==> config.mk <==
export PLATFORM = sky130hd
export DESIGN_NAME = adiabatic_pclk_gen
export DESIGN_NICKNAME = d
export VERILOG_FILES = /design/src/rtl/adiabatic_pclk_gen.sv
export SDC_FILE = /design/constraint.sdc
export NUM_CORES = 1
export LEC_CHECK = 0
export ABC_AREA = 1
export CORE_ASPECT_RATIO = 0.6
export CORE_MARGIN = 2
export CORE_UTILIZATION = 44
export CTS_BUF_LIST = sky130_fd_sc_hd__clkbuf_4 sky130_fd_sc_hd__clkbuf_8 sky130_fd_sc_hd__clkbuf_16
export DETAILED_ROUTE_END_ITERATION = 7
export PLACE_DENSITY = 0.82
export SETUP_SLACK_MARGIN = 0.2
export SLEW_MARGIN = 0
export SYNTH_ARGS = -nofsm -noshare
export SYNTH_HDL_FRONTEND = slang
export SYNTH_SLANG_ARGS = --single-unit
==> constraint.sdc <==
create_clock -name clk -period 2 [get_ports clk]
set_input_delay 0.2 -clock clk [delete_from_list [all_inputs] [get_ports clk]]
set_output_delay 0.2 -clock clk [all_outputs]
set_load 0.01 [all_outputs]
==> src/rtl/adiabatic_pclk_gen.sv <==
// Sequencer for 4-phase adiabatic power clocks, two stages a quarter apart.
// Optional ADCLK_STALL_EN adds a stall input that freezes at quarter edges.
module adiabatic_pclk_gen #(
   parameter  int STEPS  = 4,
   localparam int STEP_W = $clog2(STEPS + 1)
) (
   input  logic              clk,
   input  logic              rst_n,
   input  logic              start,
   input  logic              stop,
`ifdef ADCLK_STALL_EN
   input  logic              stall,
`endif
   output logic [STEP_W-1:0] clkpos_lvl,
   output logic [STEP_W-1:0] clkneg_lvl,
   output logic [STEP_W-1:0] clkpos2_lvl,
   output logic [STEP_W-1:0] clkneg2_lvl,
   output logic [1:0]        quarter,
   output logic              busy,
   output logic              cycle_done
);

   typedef enum logic [1:0] {
      ST_IDLE,
      ST_RUN,
      ST_DRAIN
   } state_t;

   localparam logic [STEP_W-1:0] SMAX  = STEP_W'(STEPS);
   localparam logic [STEP_W-1:0] SLAST = STEP_W'(STEPS - 1);

   state_t            r_state;
   state_t            w_n_state;
   logic [1:0]        r_q;
   logic [1:0]        w_n_q;
   logic [STEP_W-1:0] r_s;
   logic [STEP_W-1:0] w_n_s;
   logic              w_hold;
   logic              w_last;
   logic              w_active;
   logic              w_n_done;
   logic [STEP_W-1:0] w_lvl1;
   logic [STEP_W-1:0] w_lvl2;

   function automatic logic [STEP_W-1:0] f_lvl(
      input logic [1:0]        q,
      input logic [STEP_W-1:0] s
   );
      logic [STEP_W-1:0] v;
      unique case (q)
         2'd0: v = s + STEP_W'(1);
         2'd1: v = SMAX;
         2'd2: v = SLAST - s;
         2'd3: v = '0;
      endcase
      return v;
   endfunction

   always_comb begin
      w_last = (r_q == 2'd3) && (r_s == SLAST);
`ifdef ADCLK_STALL_EN
      w_hold = stall && (r_s == SLAST) && (r_state != ST_IDLE);
`else
      w_hold = 1'b0;
`endif
      w_n_state = r_state;
      unique case (r_state)
         ST_IDLE:  if (start) w_n_state = ST_RUN;
         ST_RUN:   if (stop) w_n_state = ST_DRAIN;
         ST_DRAIN: if (w_last && !w_hold) w_n_state = ST_IDLE;
         default:  w_n_state = ST_IDLE;
      endcase

      // Counters restart from zero on entry to RUN and on return to IDLE.
      w_n_q = r_q;
      w_n_s = r_s;
      if (r_state == ST_IDLE || w_n_state == ST_IDLE) begin
         w_n_q = 2'd0;
         w_n_s = '0;
      end else if (!w_hold) begin
         if (r_s == SLAST) begin
            w_n_s = '0;
            w_n_q = r_q + 2'd1;
         end else begin
            w_n_s = r_s + STEP_W'(1);
         end
      end

      w_active = (w_n_state != ST_IDLE);
      w_n_done = w_active && !w_hold &&
                 (w_n_q == 2'd3) && (w_n_s == SLAST);
      w_lvl1   = w_active ? f_lvl(w_n_q, w_n_s) : '0;
      w_lvl2   = w_active ? f_lvl(w_n_q - 2'd1, w_n_s) : '0;
   end

   always_ff @(posedge clk or negedge rst_n) begin
      if (!rst_n) begin
         r_state     <= ST_IDLE;
         r_q         <= 2'd0;
         r_s         <= '0;
         clkpos_lvl  <= '0;
         clkneg_lvl  <= SMAX;
         clkpos2_lvl <= '0;
         clkneg2_lvl <= SMAX;
         quarter     <= 2'd0;
         busy        <= 1'b0;
         cycle_done  <= 1'b0;
      end else begin
         r_state     <= w_n_state;
         r_q         <= w_n_q;
         r_s         <= w_n_s;
         clkpos_lvl  <= w_lvl1;
         clkneg_lvl  <= SMAX - w_lvl1;
         clkpos2_lvl <= w_lvl2;
         clkneg2_lvl <= SMAX - w_lvl2;
         quarter     <= w_n_q;
         busy        <= w_active;
         cycle_done  <= w_n_done;
      end
   end

endmodule
-- Yosys cells after proc, flatten, opt, wreduce, memory -nomap -nowiden
Index checks and enable logic that the tools add are counted.
- flip-flop bits (word level): 21
- bits of input ports: 4
- logic and storage cells: 48
- equal/unequal tests: 11
- muxes and demuxes: 12
- reductions and logical operators: 9
- $add $sub $neg: 7
- operators with widths (operator ; count):
    case mux 3 bit (4 select lines) ; 2
    equality test 2 bit (second input constant) ; 6
    two-way mux 3 bit ; 4
    two-way mux 2 bit ; 5
    zero test 2 bit ; 4
    adder 3 x 1 -> 3 bit (second input constant) ; 2
    equality test 2 x 1 -> 1 bit (second input constant) ; 3
    equality test 3 x 2 -> 1 bit (second input constant) ; 2
    case mux 2 bit (3 select lines) ; 1
    subtractor 3 bit (first input constant) ; 2
    logical AND 1 bit ; 3
    subtractor 2 x 3 -> 3 bit (first input constant) ; 1
    adder 2 x 1 -> 2 bit (second input constant) ; 1
    nonzero test 2 bit ; 1
    subtractor 2 x 1 -> 2 bit (second input constant) ; 1
    logical OR 1 bit ; 1

-- Logic depth before layout (Yosys ltp)
Gate-level depths: netlist (run 1).
- word-level depth: 12
- mapped depth: 16

-- Least setup slack after synthesis (run 1)
Ideal clock, no wire load.
- path type: reg2reg
- from: register r_q[0]
- to: register clkneg2_lvl[2]
- slack: -0.114 ns
- arrival time: 2.054 ns
- library setup time: 0.060 ns
- buffers on the path: 0
- stages on the path, launching flop included: 16
- clock period less this slack: 2.114 ns
- path through: dfrtp_1 > ha_1 > nand3_1 > nand2_2 > nand2_2 > nor2_4 > nor2_8 > nand3_1 > inv_1 > ha_1 > inv_1 > o21ai_2 > inv_1 > ha_1 > nand3b_1 > nand2_1
- RTL lines (element ; RTL line ; source):
    start, declared ; 34 ; logic [1:0] r_q;
    start signal, assigned ; 110 ; r_q <= w_n_q;
    equality test 2 bit (*) ; 60 ; w_last = (r_q == 2'd3) && (r_s == SLAST);
    logical AND 1 bit (*) ; 60 ;
    two-way mux 2 bit (*) ; 70 ; ST_DRAIN: if (w_last && !w_hold) w_n_state = ST_IDLE;
    case mux 2 bit (3 select lines) (*) ; 67 ; unique case (r_state)
    via w_n_state[1] ; 33 ; state_t w_n_state;
    zero test 2 bit (*) ; 77 ; if (r_state == ST_IDLE || w_n_state == ST_IDLE) begin
    logical OR 1 bit (*) ; 77 ;
    two-way mux 3 bit (*) ; 77 ;
    via w_n_s[1] ; 37 ; logic [STEP_W-1:0] w_n_s;
    subtractor 2 x 3 -> 3 bit / adder 3 x 1 -> 3 bit (equally long branches) ; 53, 51 ;
    case mux 3 bit (4 select lines) (*) ; 50 ; unique case (q)
    two-way mux 3 bit (*) ; 93 ; w_lvl2 = w_active ? f_lvl(w_n_q - 2'd1, w_n_s) : '0;
    via w_lvl2[1] ; 43 ; logic [STEP_W-1:0] w_lvl2;
    subtractor 3 bit (*) ; 115 ; clkneg2_lvl <= SMAX - w_lvl2;
    end signal, assigned ; 115 ;
    end, declared ; 17 ; output logic [STEP_W-1:0] clkneg2_lvl,
The timed path passes the listed nets; every way through them passes the cells marked *.

-- Worst setup path after layout (run 1)
- from: register r_s[0]
- to: register clkneg2_lvl[2]
- longest elaborated chain between the ends: 12
- RTL lines (element ; RTL line ; source):
    start, declared ; 36 ; logic [STEP_W-1:0] r_s;
    start signal, assigned ; 111 ; r_s <= w_n_s;
    equality test 3 x 2 -> 1 bit ; 60, 81 ;
    logical AND 1 bit ; 60 ;
    two-way mux 2 bit ; 70 ;
    case mux 2 bit (3 select lines) ; 67 ;
    zero test 2 bit ; 77 ;
    logical OR 1 bit ; 77 ;
    two-way mux 2 bit ; 77 ;
    subtractor 2 x 1 -> 2 bit ; 93 ;
    equality test 2 bit (tied with other cells) ; 50 ;
    case mux 3 bit (4 select lines) ; 50 ;
    two-way mux 3 bit (*) ; 93 ;
    via w_lvl2[1] ; 43 ;
    subtractor 3 bit (*) ; 115 ;
Marked as above.

==> metrics.cfg, run 1 <==
[setup_path]
r2r-end=clkneg2_lvl[2]
path_cells=ha_2, buf_4, buf_4, nand2_2, buf_4, nand2_1, o21ai_2, inv_1, nor2_2, nand2_1, o21ai_2, inv_2, ha_4, nand3b_1, nand2_1
cp_data_required_time_ns=2.19
reg2reg_slack_ns=-0.09
reg2reg_depth=15
cp.arrival_ns=2.28
cp_slowest_cell=dfrtp_1
slowest_delay_ns=0.38
crit_path_end_kind=flip-flop
critPathLaunchType=flip-flop
worst-path-max-fanout=3
rr_startpoint=r_s[0]
path_class=flip-flop to flip-flop

[place]
finalWeightedCongestion=0.7933
portBuffers=19
postPlaceCellArea_mm2=0.001393
dp_hpwl_um=1662

[floorplanning]
fp.dieArea_mm2=0.002642
die_w_um=65.04
core_area_mm2=0.002147
ioPinCount=20
die_h_um=40.62
rows=13
start_util_pct=45.80

[flow_run]
max-cap-violations=0

[timing]
post-route-period-util_pct=104.5
timing.final.ws_setup_ns=-0.09066
tightest_slew_ns=0.3608
finalSetupTns_ns=-0.1713
final.min_clock_period_ns=2.091
max_freq_mhz=478.3
holdWs_ns=0.2875
slew_headroom_pct=75.86
setup_viol=3
rsz0062_at_grt=yes
fin_skew_ns=0.002539
drv_slew=0
final_hold_viol_count=0

[route]
drt_iter0_drc=8
antenna_left=0
avgViaCountPerCell=4.419
drc=0
totalWireLength_um=2193
drt_first_pass_iters=4
via_count=822
wire_per_inst_um=11.79

[synthesis]
seq_area_frac_synth_pct=48.60
syn_area_um2=983.4
synthTopCellsByArea=dfrtp_1 43%, inv_1 8.0%, nand2_1 7.3%, ha_1 6.4%, dfstp_2 5.3%
avgSynthCellArea_um2=9.456
synth_cell_types=22
synth_top_area_share_pct=43.26
yosysWarningCount=0
ys_ff_latch=19
syn-num-nets=113
netlist_instances=104
yosysTopAreaCell=dfrtp_1

[finish]
drive_above_1_share_pct=51.92
final_common_cell=buf_4
nNetsFinal=166
most-common-layout-cells=29 x buf_4, 19 x clkdlybuf4s50_1, 17 x dfrtp_1, 16 x inv_1, 12 x nand2_1
stdcell_area_mm2=0.001593
area_delta_synth_final_pct=61.96
diodes=0

[clock_tree]
cts_max_path_buffers=2
ctsHtreeMaxLevel=1
cts.sinks=19
cts_root_buf=clkbuf_8
cts_tree=yes
cts_buffers=3
clk_pin_slew_worst_paths_ns=0.06
clkLatencyLatePin_ns=0.25

[pwr]
leakagePower_nw=0.7973
p_per_area_mw_per_mm2=1296
irDropWorstVdd_v=0.0006482

[global_route]
grt_max_degree=20
globalRouteOverflowTotal=0
grt.total_usage_pct=19.07
antenna_found_initial=0
grt_pass1_vias=768
grt_pass1_wl_um=3588

[run_status]
violations=negative setup slack
status=finished, violations left

[min_path]
min_path_type=input pin to asynchronous set/reset pin

==> metrics by stage <==
stage | total power, mW | util (%) | cells | worst slack [ns]
floorplan | 1.132 | - | 104 | -0.06178
global placement | 1.472 | 64.86 | 172 | -0.2095
detailed placement | 1.518 | 64.86 | 172 | -0.2833
CTS | 1.991 | 72.09 | 184 | -0.1156
global route | 2.203 | 74.18 | 186 | -0.2067
finish | 2.065 | 74.18 | 186 | -0.09066
==> cells in the mapped netlist, drive strengths merged <==
cell type / count
nand2: 26
inv: 23
dfrtp: 17
nor2: 10
nand3: 8
ha: 5
o21ai: 4
nor3: 3
buf: 2
dfstp: 2
nand4: 2
a21oi: 1
nand3b: 1
==> critical path: cells and delay by family, from the launching register on <==
| family | cells | cell delay, ns |
|---|---|---|
| flops | 1 | 0.38 |
| fa+ha+maj | 2 | 0.33 |
| buf+inv | 5 | 0.56 |
| compound gates | 2 | 0.17 |
| simple gates | 6 | 0.58 |
==> area by class of cell <==
cell class | instances | area, um^2
multi-input combinational | 60 | 511.7
timing repair buffer | 50 | 430.4
inverter | 23 | 86.33
clock buffer | 4 | 48.80
sequential | 19 | 478.0
tap | 30 | 37.54
fill | 148 | 554.3
==> worst max path at each step <==
stage / from / slack (ns) / to / cells past startpoint
6_report: r_s[0] / -0.09 / clkneg2_lvl[2] / 15
5_1_grt: r_s[0] / -0.21 / clkneg2_lvl[2] / 15
4_1_cts: r_q[1] / -0.12 / clkneg2_lvl[2] / 15
3_5_place_dp: stop / -0.28 / clkneg2_lvl[2] / 15
3_3_place_gp: stop / -0.21 / clkneg2_lvl[2] / 15
2_1_floorplan: r_q[0] / -0.06 / clkneg2_lvl[2] / 15
==> power by group <==
part	switching [mW]	leakage (nW)	total (mW)	internal [mW]
clock network	0.110	0.0262	0.264	0.155
registers	0.0472	0.248	0.537	0.489
logic	0.623	0.523	1.26	0.641
total	0.780	0.797	2.06	1.29
==> kinds of logic after synthesis <==
| group | share of synthesized area [%] |
|---|---|
| simple gates | 31.43 |
| buf+inv | 10.31 |
| flops | 48.60 |
| compound gates | 3.307 |
| fa+ha+maj | 6.361 |
==> registers in the layout, summed over array words and instances, names as in the netlist <==
name         cells
clkneg2_lvl      3
clkneg_lvl       3
r_s              3
clkpos2_lvl      2
clkpos_lvl       2
r_q              2
r_state          2
busy             1
cycle_done       1
==> repair_timing <==
| action | in CTS | in global routing |
|---|---|---|
| setup endpoints to repair | 7 | 10 |
| setup buffers | 8 | 2 |
| cloned | 0 | 0 |
| hold buffers | 0 | 0 |
| hold endpoints to repair | 0 | 0 |
| gates resized for setup | 12 | 10 |
| pin swaps | 11 | 15 |
==> layer usage <==
| layer | wire (um) | vias up | GRT usage [%] |
|---|---|---|---|
| met5 | 0 | - | 0 |
| met4 | 0 | 0 | 1.563 |
| met3 | 140 | 0 | 5.220 |
| met2 | 1022 | 28 | 34.79 |
| met1 | 1030 | 374 | 24.61 |
| li1 | - | 420 | - |
Power figures use the tool's default switching activity.
==> run 2: changes to the inputs <==
--- a/config.mk
+++ b/config.mk
@@ -6,6 +6,7 @@
 export NUM_CORES = 1
 export LEC_CHECK = 0
 export ABC_AREA = 1
+export ABC_CLOCK_PERIOD_IN_PS = 2000
 export CORE_ASPECT_RATIO = 0.6
 export CORE_MARGIN = 2
 export CORE_UTILIZATION = 44
==> results of run 2 <==
Final layout, timing and power as in run 1 (identical DEF).
==> run 3: changes to the inputs <==
--- a/config.mk
+++ b/config.mk
@@ -6,7 +6,6 @@
 export NUM_CORES = 1
 export LEC_CHECK = 0
 export ABC_AREA = 1
-export ABC_CLOCK_PERIOD_IN_PS = 2000
 export CORE_ASPECT_RATIO = 0.6
 export CORE_MARGIN = 2
 export CORE_UTILIZATION = 44
==> results of run 3 <==
Final layout, timing and power as in run 1 (identical DEF).
